File: src/rtl/alu_seq_pkg.sv
// Shared opcode and FSM definitions for the sequential ALU controller.
// The divider path is only built when ALU_SEQ_DIV_EN is defined.
package alu_seq_pkg;

    localparam int OPW = 3;

    typedef enum logic [OPW-1:0] {
        OP_AND = 3'b000,
        OP_OR  = 3'b001,
        OP_ADD = 3'b010,
        OP_MUL = 3'b011,
        OP_DIV = 3'b100
    } op_e;

    typedef enum logic [1:0] {
        ST_IDLE,
        ST_EXEC,
        ST_DIV,
        ST_DONE
    } state_e;

endpackage

File: src/rtl/alu_seq_div.sv
// Iterative restoring divider, one quotient bit per cycle.
// Instantiated by alu_seq_ctrl only when ALU_SEQ_DIV_EN is defined.
module alu_seq_div #(
    parameter int W = 2
) (
    input  logic         clk,
    input  logic         rst,
    input  logic         start,
    input  logic [W-1:0] a,
    input  logic [W-1:0] b,
    output logic         done,
    output logic [W-1:0] quotient,
    output logic [W-1:0] remainder
);

    localparam int CW = $clog2(W + 1);

    logic [W-1:0]  rem_q, rem_d;
    logic [W-1:0]  quo_q, quo_d;
    logic [W-1:0]  b_q;
    logic [CW-1:0] cnt_q;
    logic          busy_q;
    logic [W:0]    sh;
    logic [W:0]    diff;
    logic          ge;

    // Partial remainder stays below b, so bit W of diff is a clean sign.
    always_comb begin
        sh    = {rem_q, quo_q[W-1]};
        diff  = sh - {1'b0, b_q};
        ge    = ~diff[W];
        rem_d = ge ? diff[W-1:0] : sh[W-1:0];
        quo_d = {quo_q[W-2:0], ge};
    end

    always_ff @(posedge clk) begin
        if (rst) begin
            rem_q  <= '0;
            quo_q  <= '0;
            b_q    <= '0;
            cnt_q  <= '0;
            busy_q <= 1'b0;
        end else if (start) begin
            rem_q  <= '0;
            quo_q  <= a;
            b_q    <= b;
            cnt_q  <= CW'(W);
            busy_q <= 1'b1;
        end else if (busy_q) begin
            if (cnt_q != '0) begin
                rem_q <= rem_d;
                quo_q <= quo_d;
                cnt_q <= cnt_q - CW'(1);
            end else begin
                busy_q <= 1'b0;
            end
        end
    end

    assign done      = busy_q && (cnt_q == '0);
    assign quotient  = quo_q;
    assign remainder = rem_q;

endmodule

File: src/rtl/alu_seq_ctrl.sv
// Sequential ALU controller: AND/OR/ADD/MUL in EXEC, iterative DIV.
// Define ALU_SEQ_DIV_EN to build the divider; otherwise op 100 is illegal.
module alu_seq_ctrl
    import alu_seq_pkg::*;
#(
    parameter int W = 2
) (
    input  logic           clk,
    input  logic           rst,
    input  logic           in_valid,
    output logic           in_ready,
    input  logic [OPW-1:0] op,
    input  logic [W-1:0]   a,
    input  logic [W-1:0]   b,
    output logic           out_valid,
    input  logic           out_ready,
    output logic [2*W-1:0] result,
    output logic           err
);

    state_e         state_q, state_d;
    op_e            op_q;
    logic [W-1:0]   a_q, b_q;
    logic [2*W-1:0] result_q, result_d;
    logic           err_q, err_d;
    logic [2*W-1:0] calc_res;
    logic           calc_err;
    logic           accept;
    logic           div_go;
    logic           div_done;
    logic [2*W-1:0] div_res;

    assign accept = in_valid && in_ready;

`ifdef ALU_SEQ_DIV_EN
    logic [W-1:0] div_quo, div_rem;

    assign div_go  = accept && (op == OP_DIV) && (b != '0);
    assign div_res = {div_rem, div_quo};

    alu_seq_div #(.W(W)) u_div (
        .clk       (clk),
        .rst       (rst),
        .start     (div_go),
        .a         (a),
        .b         (b),
        .done      (div_done),
        .quotient  (div_quo),
        .remainder (div_rem)
    );
`else
    assign div_go   = 1'b0;
    assign div_done = 1'b0;
    assign div_res  = '0;
`endif

    always_comb begin
        calc_res = '0;
        calc_err = 1'b0;
        case (op_q)
            OP_AND: calc_res = {{W{1'b0}}, a_q & b_q};
            OP_OR:  calc_res = {{W{1'b0}}, a_q | b_q};
            OP_ADD: calc_res = {{(W-1){1'b0}}, {1'b0, a_q} + {1'b0, b_q}};
            OP_MUL: calc_res = {{W{1'b0}}, a_q} * {{W{1'b0}}, b_q};
`ifdef ALU_SEQ_DIV_EN
            // Only a zero divisor reaches EXEC with a DIV opcode.
            OP_DIV: begin
                calc_res = {a_q, {W{1'b1}}};
                calc_err = 1'b1;
            end
`endif
            default: calc_err = 1'b1;
        endcase
    end

    always_comb begin
        state_d  = state_q;
        result_d = result_q;
        err_d    = err_q;
        case (state_q)
            ST_IDLE: begin
                if (accept) state_d = div_go ? ST_DIV : ST_EXEC;
            end
            ST_EXEC: begin
                state_d  = ST_DONE;
                result_d = calc_res;
                err_d    = calc_err;
            end
            ST_DIV: begin
                if (div_done) begin
                    state_d  = ST_DONE;
                    result_d = div_res;
                    err_d    = 1'b0;
                end
            end
            ST_DONE: begin
                if (out_ready) state_d = ST_IDLE;
            end
            default: state_d = ST_IDLE;
        endcase
    end

    always_ff @(posedge clk) begin
        if (rst) begin
            state_q  <= ST_IDLE;
            op_q     <= OP_AND;
            a_q      <= '0;
            b_q      <= '0;
            result_q <= '0;
            err_q    <= 1'b0;
        end else begin
            state_q  <= state_d;
            result_q <= result_d;
            err_q    <= err_d;
            if (accept) begin
                op_q <= op_e'(op);
                a_q  <= a;
                b_q  <= b;
            end
        end
    end

    assign in_ready  = (state_q == ST_IDLE);
    assign out_valid = (state_q == ST_DONE);
    assign result    = result_q;
    assign err       = err_q;

endmodule

File: config.mk
export PLATFORM = sky130hd
export DESIGN_NAME = alu_seq_ctrl
export DESIGN_NICKNAME = d
export VERILOG_FILES = /design/src/rtl/alu_seq_pkg.sv /design/src/rtl/alu_seq_div.sv /design/src/rtl/alu_seq_ctrl.sv
export SDC_FILE = /design/constraint.sdc
export NUM_CORES = 1
export LEC_CHECK = 0
export ABC_AREA = 1
export BUFFER_PORTS_ARGS = -buffer_cell sky130_fd_sc_hd__buf_2
export CAP_MARGIN = 20
export CORE_UTILIZATION = 55
export CTS_CLUSTER_DIAMETER = 80
export DETAILED_ROUTE_END_ITERATION = 16
export GPL_TIMING_DRIVEN = 0
export PLACE_DENSITY = 0.81
export RECOVER_POWER = 25
export SYNTH_ARGS = -nofsm -noshare
export SYNTH_HDL_FRONTEND = slang
export SYNTH_SLANG_ARGS = --single-unit
File: constraint.sdc
create_clock -name clk -period 4.1 [get_ports clk]
set_clock_uncertainty 0.15 [all_clocks]
set_input_delay 0.41 -clock clk [delete_from_list [all_inputs] [get_ports clk]]
set_output_delay 0.41 -clock clk [all_outputs]
set_load 0.1 [all_outputs]
# Word level (Yosys, flattened, before mapping)
# Index checks and enable logic that the tools add are counted.
# W data, S select, Z words.
# word_totals
register_bits	14
input_bits	11
out_inout_bits	7
elab_cells	29
# op_classes
n_addsub	1
mul	1
eq_ne	8
muxes	5
bitwise	3
reduce_logical	5
# op_table
op	n
$pmux W4 S4	1
$eq A3 B2 Y1 const B	2
$pmux W2 S3	1
$eq A2 B2 Y1 const B	2
$mul A2 B2 Y4	1
$mux W2	2
$ne A2 B1 Y1 const B	2
$reduce_or A4 Y1	1
$add A2 B2 Y3	1
$eq A3 B1 Y1 const B	1
$logic_not A3 Y1	1
$reduce_and A3 Y1	1
$and A2 B2 Y2	1
$eq A2 B1 Y1 const B	1
$logic_not A2 Y1	1
$or A2 B2 Y2	1
$logic_and A1 B1 Y1	1
$mux W1	1
$not A1 Y1	1

# Depth between registers and ports, before layout
# depth
ltp_word	4
depth_mapped	8
mapped_depth_nobuf	8

# Least setup slack after synthesis
# No wires, ideal clock.
# synth_path
path_type	flip-flop to output port
from	reg state_q[0]
to	out out_valid
arrival_ns	1.070
t_required_ns	3.540
slack_ns	2.470
path_stages_with_launch	3
path_buffers	0
cell_sequence	dfxtp_1 > nand2_1 > inv_1
# synth_between
elab_chain_cells	1
# synth_lines
element	line_no	rtl
from (decl)	alu_seq_ctrl.sv:21	state_e state_q, state_d;
from (signal assigned)	alu_seq_ctrl.sv:112	state_q <= state_d;
$eq A2 B2 Y1	alu_seq_ctrl.sv:124	assign out_valid = (state_q == ST_DONE);
to (decl)	alu_seq_ctrl.sv:15	output logic out_valid,
# Every way passes these cells.

# Final worst setup path
# layout_path
from	reg state_q[0]
to	out in_ready
# layout_between
elab_chain_cells	1
# layout_lines
element	line_no	rtl
$logic_not A2 Y1	alu_seq_ctrl.sv:123	assign in_ready = (state_q == ST_IDLE);
to (decl)	alu_seq_ctrl.sv:11	output logic in_ready,
# Every way passes these cells.

==> impl_metrics.toml <==
[worst_setup_path]
crit_path_start_kind = "flop"
critPathMaxFanout = 4
r2r_start = "a_q[0]$_SDFFE_PP0P_"
critPathLaunch = "state_q[0]$_SDFFE_PP0P_"
reg2reg_slack_ns = 2.50
critPathRequiredTime_ns = 3.54
arrival_ns = 1.26
critical_path_class = "reg2out"
crit_path_end_kind = "primary output"

[power]
p_sw_frac = 0.363
p_leak_nw = 0.478
power.density_nw_per_um2 = 368
p_int_mw = 0.210
p_clk_frac = 0.225
p_seq_frac = 0.475
pwr-share-comb = 0.300
p_total_mw = 0.330
ir_drop_mv = 0.204
netSwitchingPower_mw = 0.120

[cts]
cts_root_buf = "clkbuf_4"
cts_resized = 0
clockBufferDepth = 2
cts_made_buffers = 3
ctsHoldBuffers = 0
htree_num_levels = 1
cts_tree = "yes"
clk_latency_ns = 0.27
clock_sinks = 14
post_cts_buffers = 0
clk_pin_slew_ns = 0.08

[sta]
worst_slack_ns = 2.28
fin_setup_tns_ns = 0
setup_viol = 0
max_freq_ghz = 0.549
slew_viol_final = 0
period_needed_ns = 1.82
finalHoldViolations = 0
tightest_slew_ns = 0.485
post-route-period-util = 0.444
slew_headroom = 0.679
rsz0062_at_grt = "no"

[worst_hold_path]
hp-class = "in2reg"
min_from = "rst"

[floorplan]
start_util = 0.596
ioPinCount = 18
dieHeight_um = 39.8
die_w_um = 39.8
placementRows = 13
dieArea_sq_um = 1580
core_sq_um = 1320

[synthesis]
synth_seq_cells = 14
synth_area_per_cell_sq_um = 8.36
synth_top_area_share = 0.357
syn_nets = 112
synth_area_sq_um = 786
seq_area_frac_synth = 0.357
yosysTopAreaCell = "dfxtp_1"
synthCells = 94
ys_top_cells_by_area = "dfxtp_1 (36%), ha_1 (9.6%), nand2_1 (6.7%), a21oi_1 (5.7%), nand3_1 (5.7%)"
ys_types = 21
synthesis.yosys.warnings = 0

[global_routing]
track_usage = 0.230
grt_pass1_wl_um = 2340
grt_antenna_before_repair = 0
grt_overflow = 0
grt_max_degree = 11
grt_pass1_vias = 529

[route]
drt_iter0_drc = 23
drc_errors = 0
drtPass1Iterations = 4
ant_nets = 0
num_vias = 669
via_per_inst = 5.19
totalWireLength_um = 1420
routedWlPerCell_um = 11.0

[finish]
design_area_sq_um = 897
post-route-util = 0.681
drive_above_1_share = 0.316
areaGrowthSynthToFinish_pct = 14.2
nets = 134
diodes = 0

[placed_design]
place_ws_ns = 2.50
place_area_sq_um = 890
numPortBuffers = 17
dpl.hpwl_um = 1110
gp_congestion = 0.762

[status]
status = "complete, no violations"

[run]
drv_cap = 0
==> registers in the layout (all words and copies together), names as in the netlist <==
register and cells:
result 4, op_q 3, a_q 2, b_q 2, state_q 2, err 1
==> layout by cell type, fill, tap and decap left out, drive strengths merged <==
master   n
nand3    9
ha       6
nand4    2
o21ai    9
buf     19
o21bai   2
clkbuf   3
bufinv   1
dfxtp   14
fa       1
a21oi   13
nor2     5
inv     14
nand2   16
==> layer usage <==
layer | vias to the layer above | share of wire | track usage
met2 | 18 | 0.51 | 0.369
met5 | - | 0 | 0
met1 | 296 | 0.44 | 0.287
met3 | 2 | 0.040 | 0.0511
met4 | 0 | 0.0099 | 0.103
li1 | 353 | - | -
==> path summary, 6_finish.rpt <==
check	end	cells after the start
max	in_ready	2
min	result[1]$_SDFFE_PP0N_	2
max reg2reg	result[1]$_SDFFE_PP0N_	6
min reg2reg	result[1]$_SDFFE_PP0N_	2
==> per-stage QoR <==
step                      hold WS, ns  std cells
final                           0.179        129
after global routing            0.176        129
after CTS                       0.177        129
after detailed placement        0.300        126
after global placement          0.297        126
after floorplan                 0.322         94
==> cell type report <==
| type | instances | area [sq um] |
|---|---|---|
| Buffer | 2 | 25.0 |
| Tap cell | 15 | 18.8 |
| Clock buffer | 3 | 22.5 |
| Timing Repair Buffer | 17 | 85.1 |
| Fill cell | 109 | 420 |
| Inverter | 15 | 70.1 |
| Multi-Input combinational cell | 63 | 395 |
| Sequential cell | 14 | 280 |
==> power by group through the flow <==
stage	clock network [mW]	registers, mW	logic (mW)
6_report	0.0741	0.157	0.0989
5_1_grt	0.0815	0.159	0.108
4_1_cts	0.0759	0.158	0.102
3_5_place_dp	0	0.161	0.102
3_3_place_gp	0	0.160	0.0993
2_1_floorplan	0	0.178	0.0640
==> cell usage after synthesis (all sizes together) <==
library cell   n
ha             6
nand4          2
dfxtp         14
o21bai         2
fa             1
inv           14
nor2           5
buf            2
a21oi         13
nand3          9
bufinv         1
o21ai          9
nand2         16
==> critical path, stage by stage (launching register included) <==
cell	delay (ns)
dfxtp_1	0.34
nor2_1	0.18
buf_2	0.46
==> cell families (layout without fill, tap and decap cells) <==
family | count (synthesis) | count (layout) | synth area share
AND/OR/NAND/NOR | 32 | 32 | 0.209
AO/OA/AOI/OAI | 24 | 24 | 0.193
buffers and inverters | 17 | 37 | 0.121
flip-flops | 14 | 14 | 0.357
adder cells (fa/ha/maj) | 7 | 7 | 0.121
(Power assumes the default switching activity.)
